[config.mk]
export PLATFORM = sky130hd
export DESIGN_NAME = program_loader
export DESIGN_NICKNAME = d
export VERILOG_FILES = /design/src/rtl/program_loader.sv
export SDC_FILE = /design/constraint.sdc
export NUM_CORES = 1
export LEC_CHECK = 0
export ABC_AREA = 1
export BUFFER_PORTS_ARGS = -buffer_cell sky130_fd_sc_hd__buf_2
export CAP_MARGIN = 30
export CORE_MARGIN = 2
export CORE_UTILIZATION = 56
export DETAILED_ROUTE_END_ITERATION = 6
export PLACE_DENSITY = 0.76
export SYNTH_ARGS = -nofsm -noshare
export SYNTH_HDL_FRONTEND = slang
export SYNTH_SLANG_ARGS = --single-unit
[constraint.sdc]
create_clock -name clk -period 2.35 [get_ports clk]
set_input_delay 0.47 -clock clk [delete_from_list [all_inputs] [get_ports clk]]
set_output_delay 0.47 -clock clk [all_outputs]
set_load 0.02 [all_outputs]
[src/rtl/program_loader.sv]
// Writer side of the instruction-memory interface: assembles a little-endian byte
// stream into 32-bit words, writes them to ROM, then releases the CPU from reset.
module program_loader #(
    parameter int ROM_ADDRESS_BITWIDTH = 16,
    parameter int TIMEOUT_CYCLES       = 1000000
) (
    input  logic                            clk,
    input  logic                            reset_n,
    input  logic [7:0]                      rx_data,
    input  logic                            rx_valid,
    output logic                            rom_wren,
    output logic [ROM_ADDRESS_BITWIDTH-1:0] rom_address,
    output logic [31:0]                     rom_write_data,
    output logic                            cpu_reset_n,
    output logic                            done,
    output logic                            error
);
    localparam int          IW            = ROM_ADDRESS_BITWIDTH - 1;
    localparam logic [32:0] MAX_WORDS     = 33'd1 << (ROM_ADDRESS_BITWIDTH - 2);
    localparam logic [31:0] TIMEOUT_LIMIT = 32'(TIMEOUT_CYCLES);
    localparam bit          TIMEOUT_EN    = (TIMEOUT_CYCLES != 0);

    typedef enum logic [1:0] {
        S_LEN   = 2'd0,
        S_DATA  = 2'd1,
        S_DONE  = 2'd2,
        S_ERROR = 2'd3
    } state_t;

    state_t                          state_q, state_d;
    logic [31:0]                     shift_q, shift_d;
    logic [1:0]                      byte_cnt_q, byte_cnt_d;
    logic [IW-1:0]                   n_q, n_d;
    logic [IW-1:0]                   word_idx_q, word_idx_d;
    logic [31:0]                     idle_q, idle_d;
    logic                            rom_wren_q, rom_wren_d;
    logic [ROM_ADDRESS_BITWIDTH-1:0] rom_addr_q, rom_addr_d;
    logic [31:0]                     rom_data_q, rom_data_d;
    logic                            done_q, done_d;
    logic                            error_q, error_d;
    logic                            cpu_rst_n_q, cpu_rst_n_d;

    logic [31:0] shift_next_s;
    logic        words_left_s;
    logic        accept_s;
    logic        armed_s;
    logic        timeout_s;
    logic        last_byte_s;

    assign shift_next_s = {rx_data, shift_q[31:8]};
    // index equals N only in the single cycle after the final write
    assign words_left_s = (word_idx_q != n_q);
    assign accept_s     = rx_valid && ((state_q == S_LEN) || ((state_q == S_DATA) && words_left_s));
    assign armed_s      = ((state_q == S_LEN) && (byte_cnt_q != 2'd0)) ||
                          ((state_q == S_DATA) && words_left_s);
    assign timeout_s    = TIMEOUT_EN && armed_s && !rx_valid && ((idle_q + 32'd1) == TIMEOUT_LIMIT);
    assign last_byte_s  = (byte_cnt_q == 2'd3);

    // Idle counter: clears on any byte, counts only while a frame is in progress
    always_comb begin
        idle_d = 32'd0;
        if (rx_valid || !armed_s) begin
            idle_d = 32'd0;
        end else begin
            idle_d = idle_q + 32'd1;
        end
    end

    // Next-state, byte assembly and ROM write generation
    always_comb begin
        state_d     = state_q;
        shift_d     = shift_q;
        byte_cnt_d  = byte_cnt_q;
        n_d         = n_q;
        word_idx_d  = word_idx_q;
        rom_wren_d  = 1'b0;
        rom_addr_d  = rom_addr_q;
        rom_data_d  = rom_data_q;
        case (state_q)
            S_LEN: begin
                if (accept_s) begin
                    shift_d    = shift_next_s;
                    byte_cnt_d = byte_cnt_q + 2'd1;
                    if (!last_byte_s) begin
                        state_d = S_LEN;
                    end else if (shift_next_s == 32'd0) begin
                        state_d = S_DONE;
                    end else if ({1'b0, shift_next_s} > MAX_WORDS) begin
                        state_d = S_ERROR;
                    end else begin
                        n_d        = shift_next_s[IW-1:0];
                        word_idx_d = {IW{1'b0}};
                        state_d    = S_DATA;
                    end
                end else if (timeout_s) begin
                    state_d = S_ERROR;
                end else begin
                    state_d = S_LEN;
                end
            end
            S_DATA: begin
                if (!words_left_s) begin
                    state_d = S_DONE;
                end else if (accept_s) begin
                    shift_d    = shift_next_s;
                    byte_cnt_d = byte_cnt_q + 2'd1;
                    if (last_byte_s) begin
                        rom_wren_d = 1'b1;
                        rom_addr_d = {word_idx_q[ROM_ADDRESS_BITWIDTH-3:0], 2'b00};
                        rom_data_d = shift_next_s;
                        word_idx_d = word_idx_q + {{(IW-1){1'b0}}, 1'b1};
                    end else begin
                        rom_wren_d = 1'b0;
                    end
                end else if (timeout_s) begin
                    state_d = S_ERROR;
                end else begin
                    state_d = S_DATA;
                end
            end
            S_DONE:  state_d = S_DONE;
            S_ERROR: state_d = S_ERROR;
            default: state_d = S_ERROR;
        endcase
        done_d      = (state_d == S_DONE);
        error_d     = (state_d == S_ERROR);
        cpu_rst_n_d = (state_d == S_DONE);
    end

    // State and output registers
    always_ff @(posedge clk or negedge reset_n) begin
        if (!reset_n) begin
            state_q     <= S_LEN;
            shift_q     <= 32'd0;
            byte_cnt_q  <= 2'd0;
            n_q         <= {IW{1'b0}};
            word_idx_q  <= {IW{1'b0}};
            idle_q      <= 32'd0;
            rom_wren_q  <= 1'b0;
            rom_addr_q  <= {ROM_ADDRESS_BITWIDTH{1'b0}};
            rom_data_q  <= 32'd0;
            done_q      <= 1'b0;
            error_q     <= 1'b0;
            cpu_rst_n_q <= 1'b0;
        end else begin
            state_q     <= state_d;
            shift_q     <= shift_d;
            byte_cnt_q  <= byte_cnt_d;
            n_q         <= n_d;
            word_idx_q  <= word_idx_d;
            idle_q      <= idle_d;
            rom_wren_q  <= rom_wren_d;
            rom_addr_q  <= rom_addr_d;
            rom_data_q  <= rom_data_d;
            done_q      <= done_d;
            error_q     <= error_d;
            cpu_rst_n_q <= cpu_rst_n_d;
        end
    end

    assign rom_wren       = rom_wren_q;
    assign rom_address    = rom_addr_q;
    assign rom_write_data = rom_data_q;
    assign done           = done_q;
    assign error          = error_q;
    assign cpu_reset_n    = cpu_rst_n_q;
endmodule

==> impl_summary.md <==
Flow run
The total of max-cap violations is 0.

Floorplanning
Once the floorplan was initialized, standard cells occupied 57.7% of the core. The region available for standard cell placement spans 12100 sq um. The floorplan has 40 rows. The chip height is 116 um. Measured along the x axis, the die boundary spans 116 um. The die footprint is 13400 sq um.

For this design the top-level I/O count stands at 63.

Power and ir drop
Of the total power, the share spent switching nets is 21.7%. For this design the static power due to leakage is 4.14 nW. The relative contribution of the clock network to total power is 52.0%. In this run the power spent charging and discharging nets is 1.12 mW. In this run, flip-flops and latches consume 46.4% of the power. The share of power burned in combinational logic is 1.6%. VDD sags by at most 0.630 mV. The power per unit of standard cell area is 631 nW/um^2.

The internal power consumption is 4.04 mW.

Logic synthesis
The count of flip-flops with a built-in enable after synthesis is 0. For this run, asynchronously set or reset flops after synthesis account for 100%. Counting flops and latches in the post-synthesis netlist gives 139.

The most frequent cell after synthesis is sky130_fd_sc_hd__nand2_1. The fraction of the yosys area taken by sequential cells is 49.8%. In this run the biggest area consumer among cell types represents 49.8% of the synthesized area. The prevailing post-synth register cell is sky130_fd_sc_hd__dfrtp_1. Each instance of the synthesized netlist takes up on average 7.88 sq um. During synthesis, Yosys emitted a total of 0 warnings. The distinct cell type count after synthesis is 36. Of all cell types, the one taking the most synthesized area is sky130_fd_sc_hd__dfrtp_1. The cell count after synthesis came out at 887. After synthesis, the most frequently instantiated cells are sky130_fd_sc_hd__nand2_1, sky130_fd_sc_hd__dfrtp_1, sky130_fd_sc_hd__nor2_1.

The cell area that synthesis handed to floorplanning was 6990 sq um. Ranked by total cell area, the synthesized netlist is headed by sky130_fd_sc_hd__dfrtp_1, sky130_fd_sc_hd__nand2_1, sky130_fd_sc_hd__nor2_1, sky130_fd_sc_hd__inv_1, sky130_fd_sc_hd__o21ai_0.

Setup path
The category of the worst setup path capture point is a flip-flop. The highest net fanout along the worst path is 39. The startpoint kind of the worst setup timing path is a flip-flop. The data required time of the worst path is 2.70 ns. The setup path with the least slack is of type flip-flop to flip-flop. At the worst endpoint, the arrival time is 2.51 ns.

STA
The final count of pins violating max slew is 0. Setup total negative slack on the finished layout was measured at 0 ns. For the final database, setup skew stands at 0.00676 ns.

The worst path in the final design needs a cycle of 2.16 ns, including I/O delays and setup. The number of endpoints failing setup at the final stage is 0. The final hold violation count came to 0.

Setup repair after global routing left no endpoint under its margin. The top achievable clock speed is 464 MHz. The worst path uses 91.8% of the clock period.

Global route
The first global-routing pass estimated 28.0 mm of wire. The overflow left after global routing is 0. The via count of the first global-routing pass is 5621.

Entering global routing, the biggest net connects 51 pins. The number of antenna violations at the first check in global routing was 0. In the global route stage, overall resource usage came out at 27.3%.

CTS
For the worst-skew pair, the clock arrives at the later sink with an insertion delay of 0.43 ns. The maximum buffer depth of the clock tree is 2. For this design, the sink count on the clock tree is 139. The clock tree synthesis step divided the H-tree into 4 levels. The CTS tree is done. The cell sitting at the root of the clock tree is a sky130_fd_sc_hd__clkbuf_16. The number of CTS-inserted buffers is 17. The register clock-pin slew on the reported worst setup and hold paths is 0.06 ns.

The post-CTS setup repair buffer count is 0.

Placed design
The congestion estimate from routability-driven global placement came to 0.900. Summing all placed instances gives a cell area of 7540 sq um. Port buffering added 60 buffers. After legalization and detailed placement, the total HPWL measured 11.7 mm.

Final layout
The layout-stage area growth over the synthesis result is 16.9%. The total non-filler cell area in the finished layout is 8170 sq um. The fraction of layout cells with a size suffix above 1 is 17.5%. The repair_antennas step left the layout with diodes totalling 0. The final net count is 980.

Status
The run finished with clean final reports.

Route
In the routed layout, each cell is associated on average with a via count of 5.19. In the routed design, unresolved DRC markers number 0. For this block, the routed nets add up to 16.6 mm of wire. The total via count after detailed routing is 5945. The first-pass detailed-route iteration total is 5. The detailed router's first-iteration violation count is 455. The count of nets left with antenna violations once routing finished came out at 0.

The detailed-route wire length per cell is 14.5 um.

Min path
The worst hold path belongs to the class primary input to flip-flop.
## worst max-delay path: stages, from the launching register on
cell and delay [ns]:
sky130_fd_sc_hd__dfrtp_1 0.42, sky130_fd_sc_hd__inv_2 0.17, sky130_fd_sc_hd__nand2_1 0.07, sky130_fd_sc_hd__nand2_1 0.07, sky130_fd_sc_hd__nor2_1 0.05, sky130_fd_sc_hd__nand2_1 0.05, sky130_fd_sc_hd__nor2_1 0.05, sky130_fd_sc_hd__nand2_1 0.09
sky130_fd_sc_hd__nand2_4 0.09, sky130_fd_sc_hd__nand2_4 0.10, sky130_fd_sc_hd__nand2_4 0.17, sky130_fd_sc_hd__nor2_4 0.26, sky130_fd_sc_hd__buf_12 0.23, sky130_fd_sc_hd__nand3_1 0.10, sky130_fd_sc_hd__nand2_1 0.14
## power by group through the flow
stage	clock, mW	sequential (mW)	combinational (mW)
3_3_place_gp	0	2.44	0.0828
5_1_grt	2.84	2.39	0.0940
6_report	2.68	2.39	0.0808
2_1_floorplan	0	2.44	0.0121
4_1_cts	2.71	2.39	0.0849
3_5_place_dp	0	2.44	0.0831
## state kept, by name (all words and copies together) (netlist names)
register        flops
byte_cnt_q          2
cpu_reset_n         1
error               1
idle_q             32
n_q                15
rom_address        14
rom_wren            1
rom_write_data     32
shift_q            24
state_q             2
word_idx_q         15
## cells in the final DEF, fill, tap and decap left out, types with 4 or more instances in the layout
| cell type | synthesis | layout |
|---|---|---|
| sky130_fd_sc_hd__nand2_1 | 297 | 297 |
| sky130_fd_sc_hd__dfrtp_1 | 139 | 139 |
| sky130_fd_sc_hd__nor2_1 | 107 | 107 |
| sky130_fd_sc_hd__inv_1 | 80 | 80 |
| sky130_fd_sc_hd__buf_2 | 7 | 59 |
| sky130_fd_sc_hd__o21ai_0 | 52 | 52 |
| sky130_fd_sc_hd__nand3_1 | 46 | 45 |
| sky130_fd_sc_hd__buf_4 | 5 | 20 |
| sky130_fd_sc_hd__clkbuf_16 | 0 | 17 |
| sky130_fd_sc_hd__xor2_1 | 16 | 16 |
| sky130_fd_sc_hd__a21oi_1 | 13 | 13 |
| sky130_fd_sc_hd__nand4_1 | 12 | 12 |
| sky130_fd_sc_hd__inv_2 | 11 | 11 |
| sky130_fd_sc_hd__o21ai_2 | 10 | 10 |
| sky130_fd_sc_hd__nand2_2 | 10 | 9 |
| sky130_fd_sc_hd__nor3_1 | 8 | 8 |
| sky130_fd_sc_hd__mux2_2 | 7 | 7 |
| sky130_fd_sc_hd__nand3b_1 | 7 | 7 |
| sky130_fd_sc_hd__nor2_4 | 5 | 6 |
| sky130_fd_sc_hd__xnor2_1 | 5 | 5 |
| sky130_fd_sc_hd__ha_1 | 5 | 5 |
| sky130_fd_sc_hd__nand2_4 | 3 | 4 |
| sky130_fd_sc_hd__o21bai_1 | 4 | 4 |
## layout make-up
cell class | instances | area, sq um
Tap cell | 168 | 210
Sequential cell | 139 | 3480
Inverter | 91 | 342
Multi-Input combinational cell | 631 | 3020
Timing Repair Buffer | 84 | 527
Clock inverter | 12 | 136
Clock buffer | 20 | 457
Fill cell | 1033 | 3950
## path summary, 6_finish.rpt
check	start	endpoint	slack (ns)	cells past startpoint
min in group asynchronous	reset_n	idle_q[13]$_DFF_PN0_	0.55	2
setup / recovery	word_idx_q[2]$_DFFE_PN0P_	n_q[11]$_DFFE_PN0P_	0.19	14
hold reg to reg	rom_write_data[5]$_DFFE_PN0P_	rom_write_data[5]$_DFFE_PN0P_	0.47	2
max in group asynchronous	reset_n	rom_address[12]$_DFFE_PN0P_	1.12	3
setup reg to reg	word_idx_q[2]$_DFFE_PN0P_	n_q[11]$_DFFE_PN0P_	0.19	14
hold / removal	rx_data[2]	rom_write_data[26]$_DFFE_PN0P_	0.33	3
## cells by family after synthesis
group	Yosys count	synth area share, %
xor gates and xnor gates	21	2.63
DFF	139	49.8
buffers and inverters	118	7.38
other	1	0.0537
AOI/OAI and AO/OA	83	6.66
muxes	7	1.13
adders and majority gates	5	0.896
and+or+nand+nor	513	31.5
## layer usage
metal / global-route usage [%] / routed length [um] / vias to the layer above
li1: - / - / 2948
met1: 38.0 / 7760 / 2825
met2: 42.7 / 7730 / 141
met3: 6.07 / 717 / 31
met4: 9.76 / 399 / 0
met5: 0 / 0 / -
## through the flow
step | power [mW] | setup slack (ns) | utilization, % | std cells | hold WS (ns)
2_1_floorplan | 2.45 | 0.426 | - | 888 | 0.174
3_3_place_gp | 2.52 | 0.182 | 62.3 | 1112 | 0.450
3_5_place_dp | 2.52 | 0.107 | 62.3 | 1112 | 0.451
4_1_cts | 5.19 | 0.198 | 67.3 | 1145 | 0.327
5_1_grt | 5.33 | 0.00651 | 67.4 | 1145 | 0.339
6_report | 5.16 | 0.194 | 67.4 | 1145 | 0.332
## what timing repair did
item | CTS | global route
hold buffers | 1 | 0
setup endpoints to repair | 0 | 18
resized for setup | 0 | 4
hold endpoints to repair | 10 | 0
Power figures use the tool's default switching activity.
